[src/rtl/icache_assoc.sv]
// icache_assoc: N-way set-associative, multi-word-block instruction cache with LRU replacement and a block refill FSM.
// Optional hit/miss counters are compiled in when ICACHE_STATS_EN is defined.
module icache_assoc #(
  parameter int SETS     = 8,
  parameter int WAYS     = 2,
  parameter int BLKWORDS = 2
) (
  input  logic        CLK,
  input  logic        nRST,
  input  logic        imemREN,
  input  logic [31:0] imemaddr,
  output logic        ihit,
  output logic [31:0] imemload,
  output logic        iREN,
  output logic [31:0] iaddr,
  input  logic        iwait,
  input  logic [31:0] iload
`ifdef ICACHE_STATS_EN
  ,
  output logic [31:0] hit_count,
  output logic [31:0] miss_count
`endif
);
  localparam int WOFF = $clog2(BLKWORDS);
  localparam int IW   = $clog2(SETS);
  localparam int TW   = 30 - WOFF - IW;
  localparam int CW   = (BLKWORDS > 1) ? WOFF : 1;
  localparam int WB   = (WAYS > 1) ? $clog2(WAYS) : 1;

  typedef enum logic {IDLE, REFILL} state_t;

  state_t          state_q, state_d;
  logic            valid_q [SETS][WAYS];
  logic [TW-1:0]   tag_q   [SETS][WAYS];
  logic [31:0]     data_q  [SETS][WAYS][BLKWORDS];
  logic [2:0]      lru_q   [SETS];
  logic [31:0]     buf_q   [BLKWORDS];
  logic [31:0]     line    [BLKWORDS];
  logic [CW-1:0]   cnt_q, cnt_d;
  logic [31:0]     addr_q, addr_d;

  logic [29:0]     req_w, fill_w;
  logic [IW-1:0]   req_idx, fill_idx;
  logic [TW-1:0]   req_tag, fill_tag;
  logic [CW-1:0]   req_off;
  logic [WAYS-1:0] hit_vec;
  logic [WB-1:0]   hit_way, victim;
  logic            lookup_hit, fill;

  // Victim from the per-set LRU state: one bit for 2 ways, a 3-bit tree for 4 ways.
  function automatic logic [1:0] lru_victim(input logic [2:0] s);
    return (WAYS == 4) ? (s[0] ? {1'b1, s[2]} : {1'b0, s[1]}) :
           (WAYS == 2) ? {1'b0, s[0]} : 2'b00;
  endfunction

  // LRU state after touching way w: every tree node on the path points away from w.
  function automatic logic [2:0] lru_touch(input logic [2:0] s, input logic [1:0] w);
    return (WAYS == 4) ? (w[1] ? {~w[0], s[1], 1'b0} : {s[2], ~w[0], 1'b1}) :
           (WAYS == 2) ? {2'b00, ~w[0]} : 3'b000;
  endfunction

  assign req_w    = imemaddr[31:2];
  assign fill_w   = addr_q[31:2];
  assign req_off  = CW'(req_w & 30'(BLKWORDS - 1));
  assign req_idx  = IW'(req_w >> WOFF);
  assign fill_idx = IW'(fill_w >> WOFF);
  assign req_tag  = TW'(req_w >> (WOFF + IW));
  assign fill_tag = TW'(fill_w >> (WOFF + IW));

  // Tag compare across the indexed set; the descending scan yields the lowest hitting way.
  always_comb begin
    hit_vec = '0;
    hit_way = '0;
    for (int w = WAYS - 1; w >= 0; w--) begin
      hit_vec[w] = valid_q[req_idx][w] && (tag_q[req_idx][w] == req_tag);
      hit_way    = hit_vec[w] ? WB'(w) : hit_way;
    end
  end

  // Refill victim: lowest invalid way if any, otherwise the LRU way.
  always_comb begin
    victim = WB'(lru_victim(lru_q[fill_idx]));
    for (int w = WAYS - 1; w >= 0; w--) victim = !valid_q[fill_idx][w] ? WB'(w) : victim;
  end

  // Completed block: buffered words plus the word arriving on this edge.
  always_comb begin
    for (int b = 0; b < BLKWORDS; b++) line[b] = (CW'(b) == cnt_q) ? iload : buf_q[b];
  end

  assign lookup_hit = (state_q == IDLE) && imemREN && |hit_vec;
  assign fill       = (state_q == REFILL) && !iwait && (cnt_q == CW'(BLKWORDS - 1));

  // Refill FSM next state: a miss latches the block base, each accepted word advances the counter.
  always_comb begin
    state_d = state_q;
    cnt_d   = cnt_q;
    addr_d  = addr_q;
    if (state_q == IDLE) begin
      if (imemREN && !(|hit_vec)) begin
        state_d = REFILL;
        cnt_d   = '0;
        addr_d  = imemaddr & ~32'(4 * BLKWORDS - 1);
      end
    end else if (!iwait) begin
      cnt_d   = fill ? '0 : cnt_q + CW'(1);
      state_d = fill ? IDLE : REFILL;
    end
  end

  assign ihit     = nRST && lookup_hit;
  assign iREN     = nRST && (state_q == REFILL);
  assign iaddr    = iREN ? addr_q + (32'(cnt_q) << 2) : '0;
  assign imemload = nRST ? data_q[req_idx][ihit ? hit_way : '0][req_off] : '0;

  // State, line buffer, LRU and array updates; data is cleared on reset so imemload is never X.
  always_ff @(posedge CLK) begin
    if (!nRST) begin
      state_q <= IDLE;
      cnt_q   <= '0;
      addr_q  <= '0;
      for (int b = 0; b < BLKWORDS; b++) buf_q[b] <= '0;
      for (int s = 0; s < SETS; s++) begin
        lru_q[s] <= '0;
        for (int w = 0; w < WAYS; w++) begin
          valid_q[s][w] <= 1'b0;
          tag_q[s][w]   <= '0;
          for (int b = 0; b < BLKWORDS; b++) data_q[s][w][b] <= '0;
        end
      end
    end else begin
      state_q <= state_d;
      cnt_q   <= cnt_d;
      addr_q  <= addr_d;
      if (state_q == REFILL && !iwait) buf_q[cnt_q] <= iload;
      if (lookup_hit) lru_q[req_idx] <= lru_touch(lru_q[req_idx], 2'(hit_way));
      if (fill) begin
        valid_q[fill_idx][victim] <= 1'b1;
        tag_q[fill_idx][victim]   <= fill_tag;
        for (int b = 0; b < BLKWORDS; b++) data_q[fill_idx][victim][b] <= line[b];
        lru_q[fill_idx] <= lru_touch(lru_q[fill_idx], 2'(victim));
      end
    end
  end

`ifdef ICACHE_STATS_EN
  logic [31:0] hit_count_q, miss_count_q;

  // Free-running hit and miss counters that wrap at 2^32.
  always_ff @(posedge CLK) begin
    if (!nRST) begin
      hit_count_q  <= '0;
      miss_count_q <= '0;
    end else begin
      hit_count_q  <= hit_count_q + 32'(ihit);
      miss_count_q <= miss_count_q + 32'(state_q == IDLE && state_d == REFILL);
    end
  end

  assign hit_count  = hit_count_q;
  assign miss_count = miss_count_q;
`endif

  a_onehot_hit: assert property (@(posedge CLK) disable iff (!nRST) $onehot0(hit_vec));
endmodule

[config.mk]
export PLATFORM = sky130hd
export DESIGN_NAME = icache_assoc
export DESIGN_NICKNAME = d
export VERILOG_FILES = /design/src/rtl/icache_assoc.sv
export SDC_FILE = /design/constraint.sdc
export NUM_CORES = 2
export LEC_CHECK = 0
export BUFFER_PORTS_ARGS = -buffer_cell sky130_fd_sc_hd__buf_2
export CORE_UTILIZATION = 45
export DETAILED_ROUTE_END_ITERATION = 16
export GPL_ROUTABILITY_DRIVEN = 0
export MAX_ROUTING_LAYER = met4
export SYNTH_ARGS = -nofsm -noshare
export SYNTH_HDL_FRONTEND = slang
export SYNTH_SLANG_ARGS = --single-unit
[constraint.sdc]
create_clock -name CLK -period 5.2 [get_ports CLK]
set_input_delay 0 -clock CLK [delete_from_list [all_inputs] [get_ports CLK]]
set_output_delay 0 -clock CLK [all_outputs]
set_load 0.03 [all_outputs]
==> flow_metrics.tcl <==
set metrics [dict create \
    synth_top_flop_cell "edfxtp_1" \
    yosysTopAreaCell "edfxtp_1" \
    cp-end-kind "primary output" \
    maxCapViolCount 0 \
    max_freq_mhz 197 \
    netSwitchingPower_mw 6.82 \
    drc_errors 0 \
    final_max_slew_viol_count 0 \
    fin_setup_tns_ps 0 \
    power.share.switching_pct 24.3 \
    path_buf_inv 8 \
    pwr-share-seq_pct 51.1 \
    syn_area_per_cell_um2 14.0 \
    grt_pass1_wl_um 329000 \
    power.leakage_nw 29.7 \
    grt_usage_pct 30.2 \
    netlist.area_leader.share_pct 64.1 \
    synthArstFlopShare_pct 0 \
    combPwrFrac_pct 8.6 \
    status "finished, final reports clean" \
    power.share.clock_pct 40.3 \
    startpoint_type "input pin" \
    synth_cell_type_count 63 \
    initial_utilization_pct 45.5 \
    cts_sinks 1562 \
    clk_path_buf_depth 3 \
    grt_pass1_vias 44800 \
    drive_gt1_share_pct 19.5 \
    totalWireLength_um 233000 \
    postPlaceCellArea_um2 74300 \
    drt_iter0_markers 6441 \
    layout_common_cells "edfxtp_1, nor2_1, and2_1" \
    synth_area_um2 70400 \
    ys_ff_latch 1562 \
    worstPathArrival_ps 5090 \
    antenna_found_initial 19 \
    layout_commonest_cell "edfxtp_1" \
    cp_data_required_time_ps 5200 \
    hold_class "in -> reg" \
    rows 144 \
    num_io_pins 134 \
    peakVddDrop_uv 378 \
    final_area_um2 80400 \
    first_pass_iters 6 \
    vias 46000 \
    path_clk_slew_ps 60 \
    wl_per_cell_um 31.6 \
    core_um2 155000 \
    worstSkewPairLatency_ps 830 \
    worstSetupPathType "in -> out" \
    ant_nets 0 \
    dp_hpwl_um 128000 \
    die_w_um 398 \
    postSynthCellCount 5026 \
    cts_htree_levels 4 \
    cts_tree "built" \
    ys_top_cells_by_area "edfxtp_1, mux4_2, nor2_1, and2_1, mux2i_1" \
    p_int_mw 21.3 \
    layout.nets 5243 \
    nFillCells 12900 \
    worstPathCellList "dlygate4sd3_1, buf_8, buf_12, buf_4, mux2i_1, a22o_1, o21ai_0, o211ai_1, nor4_1, nand4_1, buf_4, nand3_2, buf_6, a221oi_1, o32ai_1, buf_4, buf_2" \
    grt_overflow 0 \
    yosysWarnings 0 \
    io_buffers 129 \
    timing.final.crit_share_pct 97.8 \
    cpPeakStageDelay_ps 580 \
    slowest_stage "dlygate4sd3_1" \
    min_period_ps 5090 \
    path_max_fanout 42 \
    cts_buffers 166 \
    worstMarginPinSlew_ps 1300 \
    syn_to_final_growth_pct 14.1 \
    die_y_um 398 \
    slew_headroom_pct 11.4 \
    cts-root-buf "clkbuf_16" \
    fin_skew_ps 48.7 \
    vias_per_cell 6.25 \
    grt_max_degree 116 \
    die_area_um2 158000 \
    cp_top_family "buffers and inverters" \
    power_density_nw_per_um2 350 \
    setup_viol 0 \
    cp_common_cell "buf_4" \
    seq_area_frac_synth_pct 65.8 \
    synth_edf_count 1504 \
    hold_viol_final 0 \
]
-- power groups by stage --
stage,combinational (mW),clock [mW],sequential [mW]
after global routing,2.50,11.9,14.4
after CTS,2.37,11.4,14.4
after floorplan,1.40,0,14.6
final,2.40,11.3,14.4
after detailed placement,2.29,0,14.6
after global placement,2.28,0,14.6
-- final cells by class --
class                           count  area (um^2)  area share [%]
Sequential cell                  1562        46300            57.6
Antenna cell                       19         47.5          0.0592
Clock inverter                     81          614           0.764
Tap cell                         2044         2560            3.18
Clock buffer                      219         4490            5.59
Timing Repair Buffer              422         3560            4.42
Multi-Input combinational cell   2977        22600            28.1
Inverter                           46          175           0.218
-- state kept, by name (all words and copies together) (netlist names), named ones only --
signal,flops
valid_q,16
buf_q,64
state_q,1
cnt_q,1
data_q,1024
tag_q,416
lru_q,8
addr_q,29
-- cells in the mapped netlist (all sizes together), types with 49 or more instances --
| master | number |
|---|---|
| edfxtp | 1504 |
| mux4 | 309 |
| o21ai | 51 |
| and3 | 137 |
| nand2 | 203 |
| clkbuf | 308 |
| nor3 | 49 |
| buf | 134 |
| a31oi | 64 |
| mux2i | 196 |
| dfxtp | 58 |
| nor2 | 1040 |
| mux2 | 69 |
| and2 | 435 |
-- layer usage --
| layer | wire length, um | track usage, % |
|---|---|---|
| met1 | 92500 | 41.4 |
| met3 | 27000 | 6.32 |
| met2 | 106000 | 45.3 |
| met5 | 0 | - |
| met4 | 7280 | 9.50 |
-- tightest hold or removal path: cells and delay by family --
family	cells	cell delay, ps
buffers and inverters	2	510
muxes	1	170
and+or+nand+nor	1	70
-- logic make-up (layout without fill, tap and decap cells) --
family	after synthesis	in the layout	share of synthesized area, %
AND/OR/NAND/NOR	1997	1997	13.3
flip-flops	1562	1562	65.8
multiplexers	574	574	13.8
buffers and inverters	488	768	2.80
AO/OA/AOI/OAI	379	379	4.05
XOR/XNOR	25	25	0.311
other	1	21	0.00532
-- final timing paths --
check	start	depth (start not counted)	slack, ps	to
hold / removal	imemaddr[3]	4	50	addr_q[3]$_SDFFE_PN0P_
setup reg to reg	state_q$_SDFF_PN0_	7	860	data_q[0][66]$_SDFFCE_PN0P_
hold reg to reg	lru_q[2]$_DFF_P_	2	470	lru_q[2]$_DFF_P_
setup / recovery	imemaddr[5]	17	110	imemload[19]
-- timing repair --
item / CTS / global route
endpoints found under the hold margin: 967 / 0
endpoints found under the setup margin: 26 / 23
buffers inserted: 0 / 1
gates resized for setup: 3 / 7
hold buffers: 87 / 0
pin swaps: 1 / 3
-- stage by stage --
stage / instances / hold slack, ps / setup WS [ps] / power, mW / utilization (%)
final: 7370 / 46.3 / 115 / 28.1 / 51.9
after global routing: 7361 / 58.6 / -27.7 / 28.8 / 51.9
after CTS: 7350 / 0.907 / 26.6 / 28.2 / 51.9
after detailed placement: 6963 / 321 / 464 / 16.9 / 48.0
after global placement: 6962 / 316 / 207 / 16.9 / 48.0
after floorplan: 5027 / 166 / 428 / 16.0 / -
Note: power is estimated with default switching activity, not from simulation.
